$ cat config.mk
export PLATFORM = sky130hd
export DESIGN_NAME = rr_mux16_arbiter
export DESIGN_NICKNAME = d
export VERILOG_FILES = /design/src/rtl/rr_arb_pkg.sv /design/src/rtl/rr_pick16.sv /design/src/rtl/rr_mux16_arbiter.sv
export SDC_FILE = /design/constraint.sdc
export NUM_CORES = 1
export LEC_CHECK = 0
export CAP_MARGIN = 15
export CORE_ASPECT_RATIO = 1.1
export CORE_MARGIN = 2
export CORE_UTILIZATION = 30
export CTS_BUF_LIST = sky130_fd_sc_hd__clkbuf_8
export DETAILED_ROUTE_END_ITERATION = 8
export PLACE_DENSITY = 0.47
export SYNTH_ARGS = -nofsm -noshare
export SYNTH_HDL_FRONTEND = slang
export SYNTH_HIERARCHICAL = 1
export SYNTH_SLANG_ARGS = --single-unit
export TNS_END_PERCENT = 20
$ cat constraint.sdc
create_clock -name clk -period 6.1 [get_ports clk]
set_input_delay 1.83 -clock clk [delete_from_list [all_inputs] [get_ports clk]]
set_output_delay 1.83 -clock clk [all_outputs]
set_load 0.05 [all_outputs]
$ cat src/rtl/rr_arb_pkg.sv
// rr_arb_pkg: shared sizes, state encoding and one-hot helper for the round-robin mux arbiter
package rr_arb_pkg;
  localparam int N_REQ = 16;
  localparam int SEL_W = 4;
  localparam logic ST_IDLE = 1'b0;
  localparam logic ST_BUSY = 1'b1;
  function automatic logic [0:N_REQ-1] onehot(input logic [SEL_W-1:0] i);
    onehot = '0;
    onehot[i] = 1'b1;
  endfunction
endpackage

$ cat src/rtl/rr_pick16.sv
// rr_pick16: circular priority search over 16 requests starting at ptr
module rr_pick16
  import rr_arb_pkg::*;
(
  input  logic [0:N_REQ-1] req,
  input  logic [SEL_W-1:0] ptr,
  output logic             any,
  output logic [SEL_W-1:0] idx
);
  logic [N_REQ-1:0] r;
  logic [2*N_REQ-1:0] rot;
  logic [SEL_W-1:0] off;
  always_comb begin
    for (int i = 0; i < N_REQ; i++) r[i] = req[i];
    rot = {r, r} >> ptr;
    off = '0;
    for (int j = N_REQ - 1; j >= 0; j--) if (rot[j]) off = SEL_W'(j);
    any = |r;
    idx = ptr + off;
  end
endmodule

$ cat src/rtl/rr_mux16_arbiter.sv
// rr_mux16_arbiter: round-robin grant sequencer sharing one 16:1 mux, with hold timeout
module rr_mux16_arbiter
  import rr_arb_pkg::*;
#(
  parameter int MAX_HOLD = 16
) (
  input  logic             clk,
  input  logic             rst,
  input  logic             enable,
  input  logic [0:N_REQ-1] req,
  input  logic             done,
  output logic [SEL_W-1:0] sel,
  output logic [0:N_REQ-1] grant,
  output logic             valid,
  output logic             timed_out
);
  localparam int HW = ($clog2(MAX_HOLD + 1) < 1) ? 1 : $clog2(MAX_HOLD + 1);
  logic st, st_n, any, gnt, rel, norm, tmo;
  logic [SEL_W-1:0] ptr, idx;
  logic [HW-1:0] hold_cnt;
  rr_pick16 u_pick (.req(req), .ptr(ptr), .any(any), .idx(idx));
  always_comb begin
    norm = done || !req[sel];
    tmo = (MAX_HOLD != 0) && (hold_cnt == HW'(MAX_HOLD - 1));
    rel = (st == ST_BUSY) && (norm || tmo);
    gnt = (st == ST_IDLE) && enable && any;
    st_n = gnt ? ST_BUSY : rel ? ST_IDLE : st;
  end
  always_ff @(posedge clk) begin
    if (rst) begin
      st <= ST_IDLE;
      sel <= '0;
      grant <= '0;
      valid <= 1'b0;
      timed_out <= 1'b0;
      ptr <= '0;
      hold_cnt <= '0;
    end else begin
      st <= st_n;
      timed_out <= rel && !norm;
      if (gnt) begin
        sel <= idx;
        grant <= onehot(idx);
        valid <= 1'b1;
        hold_cnt <= '0;
      end else if (rel) begin
        grant <= '0;
        valid <= 1'b0;
        ptr <= sel + 1'b1;
      end else if (st == ST_BUSY) begin
        hold_cnt <= hold_cnt + 1'b1;
      end
    end
  end
endmodule
; ---- Word-level counts from Yosys, hierarchy flattened
; Index checks and enable logic that the tools add are counted.
[totals]
register_bits = 31
inputBits = 20
out_inout_bits = 22
word_cells = 58
[op_classes]
n_addsub = 3
n_lt_le_gt_ge = 3
eq_ne = 1
shift = 1
mux = 25
n_bitwise = 5
n_reduce_logical = 14
[op_table]
columns = cell, n
row1 = $mux W4, 16
row2 = $mux W16, 2
row3 = $shr A32 B4 Y16, 1
row4 = $reduce_or A16 Y1, 1
row5 = $ge A5 B5 Y1 const B, 2
row6 = $not A4 Y5, 2
row7 = $add A5 B1 Y5 const B, 1
row8 = $eq A5 B4 Y1 const B, 1
row9 = $logic_and A1 B1 Y1, 5
row10 = $lt A5 B1 Y1 const B, 1
row11 = $mux W1, 5
row12 = $add A4 B1 Y4 const B, 1
row13 = $add A4 B4 Y4, 1
row14 = $bmux W1 S4, 1
row15 = $demux W1 S4, 1
row16 = $reduce_and A2 Y1, 2
row17 = $not A1 Y1, 3
row18 = $logic_not A1 Y1, 2
row19 = $logic_or A1 B1 Y1, 2
row20 = $reduce_bool A2 Y1, 1
row21 = $reduce_or A2 Y1, 1

; ---- Longest topological paths before layout
; Gate-level depths: netlist (run 1).
[logic_depth]
depth_word = 24
ltp_mapped = 15
ltp_nobuf = 13

; ---- Hierarchy
; The synthesis (run 1) kept the hierarchy.
[modules_own_cells]
columns = mod, n_inst, cells_per_inst, area_each_um2, seq_area_each_um2
row1 = rr_mux16_arbiter, 1, 142, 1488.9, 620.6
row2 = rr_pick16, 1, 99, 1181.1, 0.0

; ---- Least setup slack after synthesis (run 1)
; Ideal clock, no wire load.
[synth_path]
kind = in2reg
from = input req[7] in the netlist's numbering
to = register grant[9] in the netlist's numbering
setup_time_ns = 0.063
arrival_time_ns = 4.902
required_ns = 6.037
path_slack_ns = 1.135
path_stages = 13
path_buffers = 0
path_cell_list = mux4_1 > mux4_2 > or2_4 > nor2_1 > o21ai_1 > a31oi_1 > ha_1 > a21o_1 > a21oi_1 > xnor2_1 > xnor2_1 > nor2b_1 > a32o_1
[synth_between]
elab_chain_len = 24
word_cells_on_any_way = 35
cone_classes = 1 x add/sub / 2 x order compare / 1 x shift / 22 x mux / 1 x bitwise / 8 x reduce/logical
[synth_rtl]
columns = item, line
row1 = from (decl), rr_mux16_arbiter.sv:10  ; input logic [0:N_REQ-1] req,
row2 = $shr A32 B4 Y16 (*), rr_pick16.sv:15  ; rot = {r, r} >> ptr;
row3 = $mux W4 (15 in a row), rr_pick16.sv:17  ; for (int j = N_REQ - 1; j >= 0; j--) if (rot[j]) off = SEL_W'(j);
row4 = $mux W4 (*), rr_pick16.sv:17
row5 = $add A4 B4 Y4 (*), rr_pick16.sv:19  ; idx = ptr + off;
row6 = via idx[3], rr_mux16_arbiter.sv:19  ; logic [SEL_W-1:0] ptr, idx;
row7 = $not A4 Y5 (not written as such) (*), rr_arb_pkg.sv:9  ; onehot[i] = 1'b1;
row8 = $ge A5 B5 Y1 (not written as such) or $lt A5 B1 Y1 (tied branches), rr_arb_pkg.sv:9
row9 = $logic_and A1 B1 Y1 (not written as such), rr_arb_pkg.sv:9
row10 = $mux W1 (not written as such), rr_arb_pkg.sv:9
row11 = $demux W1 S4 (*), rr_arb_pkg.sv:9
row12 = $mux W16 (*), rr_mux16_arbiter.sv:41  ; if (gnt) begin
row13 = to (signal assigned), rr_mux16_arbiter.sv:43  ; grant <= onehot(idx);
row14 = to (decl), rr_mux16_arbiter.sv:13  ; output logic [0:N_REQ-1] grant,
; The timed path passes the listed nets; every way through them passes the cells marked *. The select of a mux whose other input is x is not followed.
; A chain may end at the register's enable or synchronous reset.

; ---- Worst setup path after layout (run 1)
[layout_path]
from = input req[3] in the netlist's numbering
to = register grant[3] in the netlist's numbering
; Same word-level chain as after synthesis.

==> impl_metrics.yaml, run 1 <==
synthesis:
  synth_edf_count: 0
  synth.distinct_cells: 61
  synth-async-reset-ratio: 0
  synth_area_per_cell_um2: 11.1
  ys_ff_latch: 31
  syn-num-nets: 268
  netlist_instances: 241
  synth-main-ff-cell: "dfxtp_1"
  yosysWarnings: 6
  seq_area_frac_synth: 0.232
  syn_area_um2: 2670
sta:
  clock_skew_ps: 2.16
  relSlewSlack: 0.359
  fin_crit_sh: 0.942
  tightest_slew_ps: 961
  fin_ws_ps: 353
  hold_viol: 0
  timing.final.crit_period_ps: 5750
  setup_tns_ps: 0
  whs_ps: 474
  finalMaxSlewViolations: 0
  finalSetupViolCount: 0
  max_freq_mhz: 174
  rsz0062_at_grt: "no"
final_layout:
  final_common_cell: "clkdlybuf4s50_1"
  final_cell_mix: "clkdlybuf4s50_1 (41), dfxtp_1 (31), mux2i_1 (24)"
  fill_cells: 889
  area_growth_pct: 22.4
  n_antenna_cell: 0
  fin_nets: 310
  instances_no_fill: 397
  drive_above_1_share: 0.173
worst_setup_path:
  cp_slowest_cell: "mux4_1"
  crit_fanout: 6
  crit_path_start_kind: "input port"
  arrival_ps: 5920
  slowest_delay_ps: 610
  worstSetupPathType: "in -> reg"
  worstReg2RegStart: "ptr[1]$_SDFFE_PP0P_"
  critPathLaunch: "req[3]"
  path_cells: "clkdlybuf4s50_1, mux4_1, mux4_1, or2_4, nor2_1, o21ai_1, a31oi_1, ha_1, a21o_1, a21oi_1, xnor2_1, xnor2_1, nor2_1, a32o_1"
  worstSetupEndpointType: "register"
  cp.required_ps: 6270
power_and_ir_drop:
  peakVddDrop_v: 0.000124
  p_leak_uw: 0.00114
  p_per_area_nw_per_um2: 217
floorplanning:
  die_w_um: 94.0
  fp.dieArea_um2: 9670
  initial_core_util: 0.306
  coreArea_um2: 8740
  rows: 36
  io_pins: 42
  die_h_um: 103
clocking:
  clk_latency_ps: 280
  ctsResizeCount: 0
  ctsHoldBuffers: 0
  clkSinkCount: 31
  cts_setup_buffers: 0
  cts_tree: "yes"
  cts_buffers: 5
  cts_root_buf: "clkbuf_8"
  clockBufferDepth: 2
  path_clk_slew_ps: 60
  cts_max_level: 2
grt:
  grt_pass1_wl_um: 11200
  grt_pass1_vias: 2159
  antenna_found_initial: 0
  grtUsageTotal: 0.146
  grt_max_degree: 22
  overflow: 0
drt:
  avgViaCountPerCell: 5.55
  totalWireLength_um: 6800
  routedWlPerCell_um: 17.1
  drt_iter0_drc: 127
  ant_nets: 0
  drc: 0
  vias: 2205
  dr.pass1.iters: 4
run:
  cap_violations: 0
placement:
  pre_cts_ws_ps: 84.9
  dp_cells: 390
  finalWeightedCongestion: 0.845
  detailed_place_hpwl_um: 5300
  port_buffers: 41
min_path:
  hold_start: "hold_cnt[3]$_SDFFE_PP0P_"
  hp-class: "reg -> reg"
run_status:
  status: "finished clean"
[where the power goes]
group	leakage [uW]	switching (uW)	total, uW	internal (uW)
Combinational	0.000839	168	310	141
Sequential	0.000251	22.7	236	214
Clock	0.0000470	73.2	162	88.4
[critical path: cells and delay by family]
kind | cells | cell delay, ps
fa+ha+maj | 1 | 300
buf+inv | 1 | 540
simple gates | 3 | 570
compound gates | 5 | 980
mux | 2 | 1190
xor+xnor | 2 | 510
[state kept, by name, summed over array words and instances (netlist names)]
name	flops
timed_out	1
hold_cnt	5
sel	4
ptr	4
st	1
grant	16
[cell type report]
type	count	area, um2	area share
repair buffers	47	455	0.139
inverters	6	22.5	0.00689
clock buffers	6	82.6	0.0253
flip-flops and latches	31	621	0.190
clock inverters	1	5.00	0.00153
well taps	114	143	0.0437
multi-input cells	192	1940	0.593
[final timing paths]
| kind | end | slack (ps) | cells past startpoint |
|---|---|---|---|
| worst max-delay path | grant[3]$_SDFFE_PP0P_ | 350 | 14 |
| worst min-delay path | hold_cnt[3]$_SDFFE_PP0P_ | 470 | 2 |
| worst max register to register | grant[3]$_SDFFE_PP0P_ | 1390 | 13 |
| worst min register to register | hold_cnt[3]$_SDFFE_PP0P_ | 470 | 2 |
[layer usage]
metal,up-vias,track usage,part of all wire
li1,1065,-,-
met1,1103,0.190,0.46
met2,32,0.258,0.51
met3,5,0.0212,0.024
met4,0,0.0301,0.0075
met5,-,0,0
[synth_stat cells, types with 2 or more instances]
library cell,count,share of area
ha_1,6,0.028
mux2_1,4,0.017
nor4b_1,2,0.0066
or2_1,2,0.0047
nor2b_1,4,0.0094
and3_1,3,0.0070
xnor2_1,4,0.013
a31oi_1,3,0.0070
mux4_2,14,0.12
or2_4,2,0.0066
nand2b_1,6,0.014
a32o_1,16,0.060
nor3_1,3,0.0056
nor3b_1,2,0.0056
a21oi_1,7,0.013
a211oi_1,2,0.0056
and2_1,2,0.0047
buf_6,2,0.0084
mux2i_1,24,0.090
and3_2,2,0.0056
clkbuf_1,7,0.0098
nand2_1,11,0.015
nand3_1,6,0.011
inv_1,5,0.0070
dfxtp_1,31,0.23
nand3_2,2,0.0075
o21ai_1,3,0.0056
mux4_1,10,0.098
mux2_2,6,0.025
nor4_1,5,0.012
nor2_1,13,0.018
or3_1,2,0.0047
o21ai_0,2,0.0037
[metrics by stage]
step	power (uW)	instance area, um2	utilization
2_1_floorplan	466	2670	-
3_3_place_gp	552	3180	0.364
3_5_place_dp	552	3180	0.364
4_1_cts	715	3270	0.374
5_1_grt	755	3270	0.374
6_report	708	3270	0.374
[cells by family (layout without fill, tap and decap cells)]
logic type                 count (synthesis)  after routing  share of synthesized area
muxes                                     58             58                      0.349
adders and majority gates                  7              7                     0.0356
buffers and inverters                     18             60                     0.0417
AOI/OAI and AO/OA                         50             50                      0.168
DFF                                       31             31                      0.232
xor gates and xnor gates                   5              5                     0.0164
and+or+nand+nor                           72             72                      0.157
(Power assumes the default switching activity.)
==> run 2, diff against run 1 <==
--- a/config.mk
+++ b/config.mk
@@ -5,13 +5,14 @@
 export SDC_FILE = /design/constraint.sdc
 export NUM_CORES = 1
 export LEC_CHECK = 0
-export CAP_MARGIN = 15
 export CORE_ASPECT_RATIO = 1.1
 export CORE_MARGIN = 2
 export CORE_UTILIZATION = 30
 export CTS_BUF_LIST = sky130_fd_sc_hd__clkbuf_8
+export CTS_CLUSTER_DIAMETER = 200
 export DETAILED_ROUTE_END_ITERATION = 8
-export PLACE_DENSITY = 0.47
+export DONT_BUFFER_PORTS = 1
+export PLACE_DENSITY = 0.41
 export SYNTH_ARGS = -nofsm -noshare
 export SYNTH_HDL_FRONTEND = slang
 export SYNTH_HIERARCHICAL = 1
==> impl_metrics.yaml, run 2 (synthesized netlist as in run 1, its figures left out) <==
final_layout:
  largest_reg_flops: 16
  final_common_cell: "dfxtp_1"
  fin_nets: 270
  area_growth_pct: 8.39
  instances_no_fill: 358
  final_cell_mix: "dfxtp_1 (31), mux2i_1 (24), a32o_1 (16)"
  top_regs: "grant (16), hold_cnt (5)"
  n_antenna_cell: 0
  fill_cells: 910
  top_register: "grant"
  drive_above_1_share: 0.209
drt:
  routedWlPerCell_um: 18.6
  ant_nets: 0
  vias: 2064
  dr.pass1.iters: 4
  avgViaCountPerCell: 5.77
  totalWireLength_um: 6670
  drc: 0
  drt_iter0_drc: 153
sta:
  relSlewSlack: 0.351
  fin_crit_sh: 0.859
  timing.final.crit_period_ps: 5240
  setup_tns_ps: 0
  finalSetupViolCount: 0
  max_freq_mhz: 191
  rsz0062_at_grt: "no"
  tightest_slew_ps: 973
  hold_viol: 0
  clock_skew_ps: 1.45
  finalMaxSlewViolations: 0
worst_setup_path:
  crit_fanout: 6
  cp.required_ps: 6320
  arrival_ps: 5460
  worstSetupEndpointType: "register"
  crit_path_start_kind: "input port"
  worstSetupPathType: "in -> reg"
clocking:
  clk_latency_ps: 280
  cts_tree: "yes"
  cts_buffers: 5
  cts_root_buf: "clkbuf_8"
  clockBufferDepth: 2
  ctsHoldBuffers: 0
  clkSinkCount: 31
  path_clk_slew_ps: 70
  cts_max_level: 2
  ctsResizeCount: 0
  cts_setup_buffers: 0
min_path:
  hp-class: "reg -> reg"
power_and_ir_drop:
  p_clk_frac: 0.292
  swShare: 0.358
  p_per_area_nw_per_um2: 249
  p_int_uw: 463
  p_sw_uw: 258
  pwr-share-seq: 0.355
  peakVddDrop_v: 0.000154
  p_leak_uw: 0.00101
  power_frac_comb: 0.352
floorplanning:
  die_h_um: 103
  initial_core_util: 0.306
  io_pins: 42
  rows: 36
  fp.dieArea_um2: 9670
  coreArea_um2: 8740
  die_w_um: 94.0
grt:
  grtUsageTotal: 0.142
  grt_max_degree: 22
  grt_pass1_vias: 2019
  overflow: 0
  grt_pass1_wl_um: 10700
  antenna_found_initial: 0
placement:
  dp_cells: 350
  port_buffers: 0
  detailed_place_hpwl_um: 5110
  finalWeightedCongestion: 0.892
run_status:
  status: "finished clean"
run:
  cap_violations: 0
[run 2: cell count changes in the layout (fill, tap and decap cells not counted)]
cell,change
buf_4,+1
bufinv_16,+1
clkdlybuf4s50_1,-41
[run 2: path summary, 6_finish.rpt]
check                                start                        to  slack [ps]  depth (start not counted)
setup reg to reg       ptr[1]$_SDFFE_PP0P_     grant[9]$_SDFFE_PP0P_        1270                         13
setup / recovery                   req[15]     grant[9]$_SDFFE_PP0P_         860                         13
hold / removal    hold_cnt[3]$_SDFFE_PP0P_  hold_cnt[3]$_SDFFE_PP0P_         470                          2
hold reg to reg   hold_cnt[3]$_SDFFE_PP0P_  hold_cnt[3]$_SDFFE_PP0P_         470                          2
[run 2: final cells by class]
type	count	area (um2)	area share
Multi-Input combinational cell	192	1940	0.670
Tap cell	114	143	0.0493
Inverter	6	22.5	0.00778
Timing Repair Buffer	7	52.6	0.0182
Clock buffer	6	82.6	0.0285
Clock inverter	2	35.0	0.0121
Sequential cell	31	621	0.214
[run 2: power by group through the flow]
stage	sequential (uW)	clock, uW	combinational [uW]
after floorplan	256	0	210
after global placement	261	0	256
after detailed placement	261	0	253
after CTS	256	219	255
after global routing	258	227	276
final	256	211	254
[run 2: metrics by stage]
step / setup slack, ps / instance area, um2 / hold slack (ps) / util / power, uW
2_1_floorplan: 1140 / 2670 / 438 / - / 466
3_3_place_gp: 517 / 2780 / 461 / 0.318 / 517
3_5_place_dp: 605 / 2780 / 468 / 0.318 / 515
4_1_cts: 894 / 2890 / 478 / 0.331 / 730
5_1_grt: 561 / 2890 / 506 / 0.331 / 761
6_report: 859 / 2890 / 469 / 0.331 / 720
[run 2: metal layers]
metal,global-route usage,vias to the layer above,wire (um)
met5,0,-,0
met4,0.0446,0,59
met3,0.0270,6,281
met2,0.250,43,3410
met1,0.177,1032,2920
li1,-,983,-
[run 2: worst max-delay path: stages]
cell and delay [ps]:
mux4_1 580, mux4_2 510, nor2_1 140, a21boi_0 270, o21ai_1 90, a31oi_1 350, ha_1 300, a21o_1 180
a21oi_1 170, xnor2_1 90, xnor2_1 440, nor2b_1 340, a32o_1 170
==> run 3, diff against run 2 <==
--- a/config.mk
+++ b/config.mk
@@ -12,7 +12,8 @@
 export CTS_CLUSTER_DIAMETER = 200
 export DETAILED_ROUTE_END_ITERATION = 8
 export DONT_BUFFER_PORTS = 1
-export PLACE_DENSITY = 0.41
+export PLACE_DENSITY = 0.52
+export REMOVE_ABC_BUFFERS = 1
 export SYNTH_ARGS = -nofsm -noshare
 export SYNTH_HDL_FRONTEND = slang
 export SYNTH_HIERARCHICAL = 1
==> impl_metrics.yaml, run 3 (synthesized netlist as in run 1, its figures left out) <==
clocking:
  cts_max_level: 2
  ctsResizeCount: 0
  cts_tree: "yes"
  clkSinkCount: 31
  cts_setup_buffers: 0
  cts_root_buf: "clkbuf_8"
  path_clk_slew_ps: 60
  clockBufferDepth: 2
  clk_latency_ps: 280
  cts_buffers: 5
  ctsHoldBuffers: 0
sta:
  setup_tns_ps: 0
  max_freq_mhz: 192
  hold_viol: 0
  tightest_slew_ps: 1000
  finalSetupViolCount: 0
  rsz0062_at_grt: "no"
  finalMaxSlewViolations: 0
  clock_skew_ps: 4.33
  timing.final.crit_period_ps: 5200
  fin_crit_sh: 0.852
  relSlewSlack: 0.329
drt:
  drt_iter0_drc: 45
  routedWlPerCell_um: 18.8
  drc: 0
  ant_nets: 0
  totalWireLength_um: 6650
  dr.pass1.iters: 4
  avgViaCountPerCell: 5.80
  vias: 2054
final_layout:
  largest_reg_flops: 16
  n_antenna_cell: 0
  fill_cells: 905
  drive_above_1_share: 0.200
  top_regs: "grant (16), hold_cnt (5)"
  final_cell_mix: "dfxtp_1 (31), mux2i_1 (24), a32o_1 (16)"
  fin_nets: 267
  top_register: "grant"
  final_common_cell: "dfxtp_1"
  post-route-util: 0.326
  final_cell_area_um2: 2850
  area_growth_pct: 6.65
floorplanning:
  rows: 36
  coreArea_um2: 8740
  die_h_um: 103
  initial_core_util: 0.306
  fp.dieArea_um2: 9670
  io_pins: 42
  die_w_um: 94.0
worst_setup_path:
  worstSetupEndpointType: "register"
  crit_path_start_kind: "input port"
  arrival_ps: 5410
  worstSetupPathType: "in -> reg"
  cp.required_ps: 6320
  crit_fanout: 6
placement:
  finalWeightedCongestion: 0.814
  detailed_place_hpwl_um: 5130
  port_buffers: 0
  placed_cell_area_um2: 2760
grt:
  grt_pass1_vias: 2082
  grt_max_degree: 22
  overflow: 0
  grtUsageTotal: 0.145
  grt_pass1_wl_um: 11000
  antenna_found_initial: 0
power_and_ir_drop:
  p_leak_uw: 0.000978
  p_total_uw: 670
  p_per_area_nw_per_um2: 235
  peakVddDrop_v: 0.000106
min_path:
  hp-class: "reg -> reg"
run_status:
  status: "finished clean"
run:
  cap_violations: 0
## run 3: cell count changes in the layout (fill, tap and decap cells not counted)
cell	delta
a31oi_2	+1
buf_4	-3
bufinv_16	-1
a31oi_1	-1
## run 3: report_power, final
part | total (uW) | internal, uW | switching (uW)
registers | 261 | 214 | 47.1
clock network | 162 | 88.4 | 73.4
logic | 247 | 115 | 132
## run 3: area by class of cell
type	count	area [um2]	share of cell area
tap	114	143	0.0501
multi-input combinational	192	1940	0.683
timing repair buffer	4	30.0	0.0105
sequential	31	621	0.218
inverter	6	22.5	0.00791
clock inverter	1	5.00	0.00176
clock buffer	6	82.6	0.0290
## run 3: critical path, cell delays in order
cell	delay (ps)
mux4_1	540
mux4_1	570
or2_4	290
nor2_1	80
o21ai_1	70
a31oi_1	340
ha_1	300
a21o_1	170
a21oi_1	160
xnor2_1	90
xnor2_1	380
nor2b_1	400
a32o_1	180
## run 3: metrics by stage
stage | hold WS [ps] | worst slack [ps] | instances
5_1_grt | 517 | 596 | 354
6_report | 482 | 904 | 354
4_1_cts | 491 | 907 | 354
2_1_floorplan | 438 | 1140 | 229
3_5_place_dp | 482 | 626 | 347
3_3_place_gp | 465 | 692 | 347
## run 3: worst paths after layout
| check | slack, ps | startpoint | to | cells after the start |
|---|---|---|---|---|
| max | 900 | req[3] | grant[11]$_SDFFE_PP0P_ | 13 |
| min | 480 | hold_cnt[3]$_SDFFE_PP0P_ | hold_cnt[3]$_SDFFE_PP0P_ | 2 |
| max reg2reg | 1360 | ptr[1]$_SDFFE_PP0P_ | grant[11]$_SDFFE_PP0P_ | 13 |
| min reg2reg | 480 | hold_cnt[3]$_SDFFE_PP0P_ | hold_cnt[3]$_SDFFE_PP0P_ | 2 |
## run 3: routing by layer
metal  global-route usage  vias up  wire (um)
met5                    0        -          0
met4               0.0513        0         81
met3               0.0322        6        358
met2                0.257       51       3460
met1                0.172     1017       2740
li1                     -      980          -
